[src/rtl/mem_arbiter.sv]
// ---------------------------------------------------------------------------
// mem_arbiter
//
// Shares the single-ported memory controller between the instruction-fetch
// port and the load/store data port. Requests are serialised, and each access
// issues exactly one single-cycle start pulse (m_enable). The arbiter then
// waits for the controller's one-cycle ready strobe, captures read data into
// the owner's rdata register, and returns a one-cycle done pulse to the owner.
//
// Configuration macro:
//   MEM_ARB_RR_EN  defined   -> round-robin on ties (opposite of grant_d)
//                  undefined -> fixed priority, data port always wins
//
// Ports:
//   clk, rst_n                   clock, asynchronous active-low reset
//   if_req/if_addr               fetch request and address
//   if_rdata/if_done             fetched word (registered), completion pulse
//   d_req/d_we/d_addr/d_wdata    data request, store flag, address, store data
//   d_rdata/d_done               load data (registered), completion pulse
//   m_addr/m_we/m_wdata          registered command to the memory controller
//   m_enable                     one-cycle start pulse to the controller
//   m_rdata/m_ready              controller read data and ready strobe
//   busy                         high whenever the FSM is not in IDLE
//   grant_d                      owner of current/last access (1 = data)
// ---------------------------------------------------------------------------
module mem_arbiter (
    input  logic        clk,
    input  logic        rst_n,
    input  logic        if_req,
    input  logic [23:0] if_addr,
    output logic [31:0] if_rdata,
    output logic        if_done,
    input  logic        d_req,
    input  logic        d_we,
    input  logic [23:0] d_addr,
    input  logic [31:0] d_wdata,
    output logic [31:0] d_rdata,
    output logic        d_done,
    output logic [23:0] m_addr,
    output logic        m_we,
    output logic [31:0] m_wdata,
    output logic        m_enable,
    input  logic [31:0] m_rdata,
    input  logic        m_ready,
    output logic        busy,
    output logic        grant_d
);

    typedef enum logic [1:0] {
        IDLE,
        ISSUE,
        WAIT,
        DONE
    } state_t;

    state_t state;
    state_t state_next;

    logic any_req;
    logic pick_d;

    assign any_req = if_req | d_req;

`ifdef MEM_ARB_RR_EN
    // On a tie the port that did not own the previous access wins; a lone
    // requester always wins.
    assign pick_d = d_req & (~if_req | ~grant_d);
`else
    // Data port has absolute priority; fetch may starve.
    assign pick_d = d_req;
`endif

    // -----------------------------------------------------------------------
    // State register
    // -----------------------------------------------------------------------
    // NOTE: sequential state uses non-blocking assignments so every register
    // samples the pre-edge values regardless of process evaluation order.
    always_ff @(posedge clk or negedge rst_n) begin
        if (!rst_n) begin
            state <= IDLE;
        end else begin
            state <= state_next;
        end
    end

    // -----------------------------------------------------------------------
    // Next-state and output decode. Outputs are pure functions of the state
    // (plus owner), so an asynchronous reset clears them immediately.
    // -----------------------------------------------------------------------
    // NOTE: every signal written here gets a default first; a path that left
    // one unassigned would infer a latch.
    always_comb begin
        state_next = state;
        m_enable   = 1'b0;
        busy       = 1'b1;
        if_done    = 1'b0;
        d_done     = 1'b0;
        unique case (state)
            IDLE: begin
                busy = 1'b0;
                if (any_req) begin
                    state_next = ISSUE;
                end
            end
            ISSUE: begin
                // m_ready is deliberately ignored here.
                m_enable   = 1'b1;
                state_next = WAIT;
            end
            WAIT: begin
                if (m_ready) begin
                    state_next = DONE;
                end
            end
            DONE: begin
                if_done    = ~grant_d;
                d_done     = grant_d;
                state_next = IDLE;
            end
            default: begin
                state_next = IDLE;
            end
        endcase
    end

    // -----------------------------------------------------------------------
    // Command registers: loaded only on a grant in IDLE, so they stay stable
    // through ISSUE, WAIT and DONE whatever the requesters do meanwhile.
    // grant_d resets to 1 so the first round-robin tie goes to fetch.
    // -----------------------------------------------------------------------
    always_ff @(posedge clk or negedge rst_n) begin
        if (!rst_n) begin
            m_addr  <= 24'h0;
            m_we    <= 1'b0;
            m_wdata <= 32'h0;
            grant_d <= 1'b1;
        end else if (state == IDLE && any_req) begin
            grant_d <= pick_d;
            if (pick_d) begin
                m_addr  <= d_addr;
                m_we    <= d_we;
                m_wdata <= d_wdata;
            end else begin
                m_addr  <= if_addr;
                m_we    <= 1'b0;
                m_wdata <= 32'h0;
            end
        end
    end

    // -----------------------------------------------------------------------
    // Read-data capture: m_rdata is only valid alongside m_ready in WAIT.
    // Stores complete without touching either rdata register.
    // -----------------------------------------------------------------------
    always_ff @(posedge clk or negedge rst_n) begin
        if (!rst_n) begin
            if_rdata <= 32'h0;
            d_rdata  <= 32'h0;
        end else if (state == WAIT && m_ready) begin
            if (grant_d) begin
                if (!m_we) begin
                    d_rdata <= m_rdata;
                end
            end else begin
                if_rdata <= m_rdata;
            end
        end
    end

endmodule

[config.mk]
export PLATFORM = sky130hd
export DESIGN_NAME = mem_arbiter
export DESIGN_NICKNAME = d
export VERILOG_FILES = /design/src/rtl/mem_arbiter.sv
export SDC_FILE = /design/constraint.sdc
export NUM_CORES = 1
export LEC_CHECK = 0
export CELL_PAD_IN_SITES_DETAIL_PLACEMENT = 0
export CELL_PAD_IN_SITES_GLOBAL_PLACEMENT = 1
export CORE_AREA = 2 2 139 141
export DETAILED_ROUTE_END_ITERATION = 16
export DIE_AREA = 0 0 141 143
export GPL_ROUTABILITY_DRIVEN = 1
export PLACE_DENSITY = 0.86
export SYNTH_ARGS = -nofsm -noshare
export SYNTH_HDL_FRONTEND = slang
export SYNTH_SLANG_ARGS = --single-unit
[constraint.sdc]
create_clock -name clk -period 1.54 [get_ports clk]
set_clock_uncertainty 0.1 [all_clocks]
set_input_delay 0.308 -clock clk [delete_from_list [all_inputs] [get_ports clk]]
set_output_delay 0.308 -clock clk [all_outputs]
set_load 0.01 [all_outputs]
# Yosys cells after proc, flatten, opt, wreduce, memory -nomap -nowiden

Index checks and enable logic that the tools add are counted.

Register bits after elaboration: 124
Input bits: 118

Mux-type cells: 10
Equality and inequality tests: 5
Bitwise gates (word level): 3
Reduce and logical (&&, ||, !) cells: 6

Operator list:

| cell                                                             | number |
|---|---|
| 32-bit 2-to-1 mux                                                | 1 |
| 24-bit 2-to-1 mux                                                | 1 |
| 2-bit case mux with 4 select lines                               | 1 |
| 1-bit 2-to-1 mux                                                 | 5 |
| 2-bit == test (second input constant)                            | 2 |
| 2-bit 2-to-1 mux                                                 | 2 |
| 2-bit != test (second input constant)                            | 2 |
| 2-bit AND reduction                                              | 2 |
| 3-bit AND reduction                                              | 1 |
| 2-bit by 1-bit == test with 1-bit output (second input constant) | 1 |
| 1-bit logical AND                                                | 2 |
| 2-bit zero test                                                  | 1 |
| 1-bit inverter                                                   | 2 |
| 1-bit OR                                                         | 1 |

# Logic depth before layout (Yosys ltp)

Word-level depth: 3
Mapped depth: 7

# Worst setup path after synthesis

No wires, ideal clock.

Path type: register to register
From: register state[0]
To: register state[1]
Path buffers: 1
Data required time: 1.315 ns
Path slack: -0.096 ns
Library setup time: 0.125 ns
Stages on the path, launching flop included: 7
Arrival: 1.412 ns
Cells stage by stage: dfrtp_1 inv_1 ha_1 buf_4 nor3b_1 a21oi_1 mux2_2

Longest elaborated chain between the ends: 3

RTL lines:

| element                                          | line | source |
|---|---|---|
| start, declared                                  | 56   | `state_t state;` |
| start signal, assigned                           | 82   | `state <= state_next;` |
| 2-bit == test or 2-bit zero test (tied branches) | 98   | `unique case (state)` |
| 2-bit != test (no source line)                   | n/a  |  |
| 2-bit AND reduction (no source line)             | n/a  |  |

Several ways; a longest one is shown, not always the timed one.
A chain may end at the register's enable or synchronous reset.

# Worst setup path in the final report

From: register state[1]
To: output port d_done

Longest elaborated chain between the ends: 2

RTL lines:

| element          | line | source |
|---|---|---|
| 2-bit == test    | 98   |  |
| 1-bit 2-to-1 mux | 98   |  |
| end, declared    | 38   | `output logic d_done,` |

Every way passes these cells.

==> flow_summary.yaml <==
synthesis:
  synth_edf_count: 0
  yosysTopAreaCellShare_pct: 59.78
  synth.cell_area_mm2: 0.005149
  ys_seq_area_share_pct: 60.29
  ys.flop_type: "dfrtp_1"
  synth_nets: 528
  postSynthAreaPerCell_um2: 12.71
  synth-simple-area-share_pct: 11.23
  yosys-top-cells-area: "dfrtp_1 (60%), mux2_4 (8.7%), mux2_2 (7.2%)"
  async_reset_ff_share_pct: 100.0
  synth_top_family_by_area: "multiplexers"
  synth_top_cell_by_area: "dfrtp_1"
  synth_adder_area_share_pct: 1.215
  synth_compound_area_share_pct: 2.819
  ys_ff_latch: 124
  ys_types: 26
  syn_inst: 405
  synth.mux.area_fraction_pct: 21.07
  yosys_warnings: 0
  synth-xor-area-share_pct: 0
place:
  place_congestion: 0.7380
  place_worst_setup_slack_ns: -0.2960
  dp_hpwl_mm: 10.44
  dpl-instance-area_mm2: 0.008058
  port_buffers: 243
routing:
  first_pass_iters: 4
  post_drt_wl_per_cell_um: 16.88
  wirelength_mm: 16.04
  vias: 4253
  drt-initial-drc-count: 132
  drc: 0
  via_per_inst: 4.477
  postRouteAntennaNets: 0
sta:
  max_freq_mhz: 580.3
  fin_ws_ns: -0.1832
  setup_viol: 125
  slew-limit-headroom_pct: 73.45
  rsz0062_at_grt: "true"
  setup_tns_ns: -14.48
  finalHoldViolations: 0
  layout_min_cycle_time_ns: 1.723
  worst_pin_slew_ns: 0.3967
  min_period_over_period_pct: 111.9
  slew_violations: 0
power:
  peakVddDrop_mv: 0.8208
  p_per_area_mw_per_mm2: 1986
  p_leak_nw: 4.595
finish:
  final_common_cell: "dfrtp_1"
  layout_common_cells: "dfrtp_1 (121), clkdlybuf4s50_1 (115), dlygate4sd2_1 (91)"
  final_util_pct: 50.73
  nNetsFinal: 826
  syn_to_final_growth_pct: 83.09
  post-route-cell-area_mm2: 0.009427
  layout-drive-gt1-share_pct: 33.38
  n_antenna_cell: 0
die:
  die_h_um: 143
  num_io_pins: 244
  dieArea_mm2: 0.02016
  rows: 50
  fp.dieW_um: 141
  start_util_pct: 27.71
  core_area_mm2: 0.01858
cts:
  clk_path_buf_depth: 2
  cts_tree: "yes"
  cts_sinks: 124
  clk_latency_ns: 0.41
  clk_pin_slew_ns: 0.06
  numCtsBuffers: 17
  h-tree-depth: 4
  ctsRootBufferMaster: "clkbuf_16"
run_status:
  violations: "setup timing"
  status: "finished, violations left"
global_route:
  grt_max_degree: 51
  grt_pass1_wl_mm: 22.79
  grt_antenna_before_repair: 0
  grt_pass1_vias: 4212
  overflow: 0
  globalRouteTotalUtil_pct: 14.64
critical_path:
  cp_slowest_cell: "dfrtp_2"
  criticalPathCategory: "flop to primary output"
  crit_buf_inv: 1
  start_kind: "flop"
  crit_arrival_ns: 1.32
  critPathMaxStageDelay_ns: 0.47
  crit_chain: "ha_4, and2_4, buf_6"
  cpLargestDelayFamily: "flip-flops"
  critPathMaxFanout: 4
  required_ns: 1.13
  worstSetupEndpointType: "primary output"
worst_hold_path:
  min_path_type: "primary input to async pin"
job:
  maxCapViolCount: 0
-- cell type report --
cell class / instances / area (µm²)
clock buffer: 18 / 439.2
timing repair buffer: 302 / 3161
sequential: 124 / 3107
tap: 234 / 292.8
clock inverter: 14 / 191.4
inverter: 4 / 20.02
fill: 1680 / 9154
multi-input combinational: 254 / 2216
-- flip-flops by register name, summed over array words and instances, names as in the netlist --
register,count
d_rdata,32
grant_d,1
if_rdata,32
m_addr,24
m_wdata,32
m_we,1
state,2
-- worst paths after layout --
kind / startpoint / to / slack (ns) / cells past startpoint
worst max-delay path: state[1] / d_done / -0.18 / 3
worst min-delay path: rst_n / d_rdata[18] / 0.24 / 2
worst max register to register: state[1] / m_addr[13] / -0.16 / 9
worst min register to register: m_wdata[14] / m_wdata[14] / 0.36 / 2
max in group asynchronous: rst_n / m_addr[11] / 0.52 / 3
min in group clk: d_req / state[1] / 0.30 / 4
-- repair_timing --
action,4_1_cts,5_1_grt
endpoints found under the setup margin,191,118
hold endpoints to repair,18,0
cloned,1,16
setup buffers,7,12
gates resized for setup,159,156
hold buffers,1,0
pin swaps,1,42
-- where the power goes --
group / switching (mW) / internal (mW) / leakage [nW]
clock: 1.52 / 2.75 / 0.299
sequential: 1.01 / 4.84 / 1.52
combinational: 3.70 / 4.91 / 2.77
-- routing by layer --
layer	track usage (%)	vias up	share of wire, %
met3	5.500	13	7.6
met5	0	-	0
li1	-	1977	-
met1	17.80	2089	41
met4	4.947	0	1.3
met2	24.03	174	50
-- cell usage after synthesis, types with 2 or more instances --
cell / count
buf_1: 2
buf_2: 12
buf_6: 6
clkbuf_1: 3
dfrtp_1: 123
ha_1: 5
inv_1: 4
mux2_1: 2
mux2_2: 33
mux2_4: 30
mux2i_1: 24
nand2_1: 93
nand3_1: 33
o21ai_0: 20
o21ai_1: 4
-- through the flow --
| step | total power, mW | instances | hold slack (ns) |
|---|---|---|---|
| after global placement | 13.41 | 884 | 0.1312 |
| after global routing | 19.82 | 950 | 0.2473 |
| after CTS | 17.04 | 925 | 0.2284 |
| final | 18.73 | 950 | 0.2402 |
| after floorplan | 9.035 | 405 | -0.08759 |
| after detailed placement | 13.58 | 884 | 0.1307 |
-- logic make-up (layout without fill, tap and decap cells) --
kind of cell,after synthesis,count (layout)
AO/OA/AOI/OAI,27,29
adder cells (fa/ha/maj),5,5
buffers and inverters,29,338
flip-flops,124,124
multiplexers,89,89
AND/OR/NAND/NOR,131,131
No activity file was read; power rests on OpenSTA's default activity.
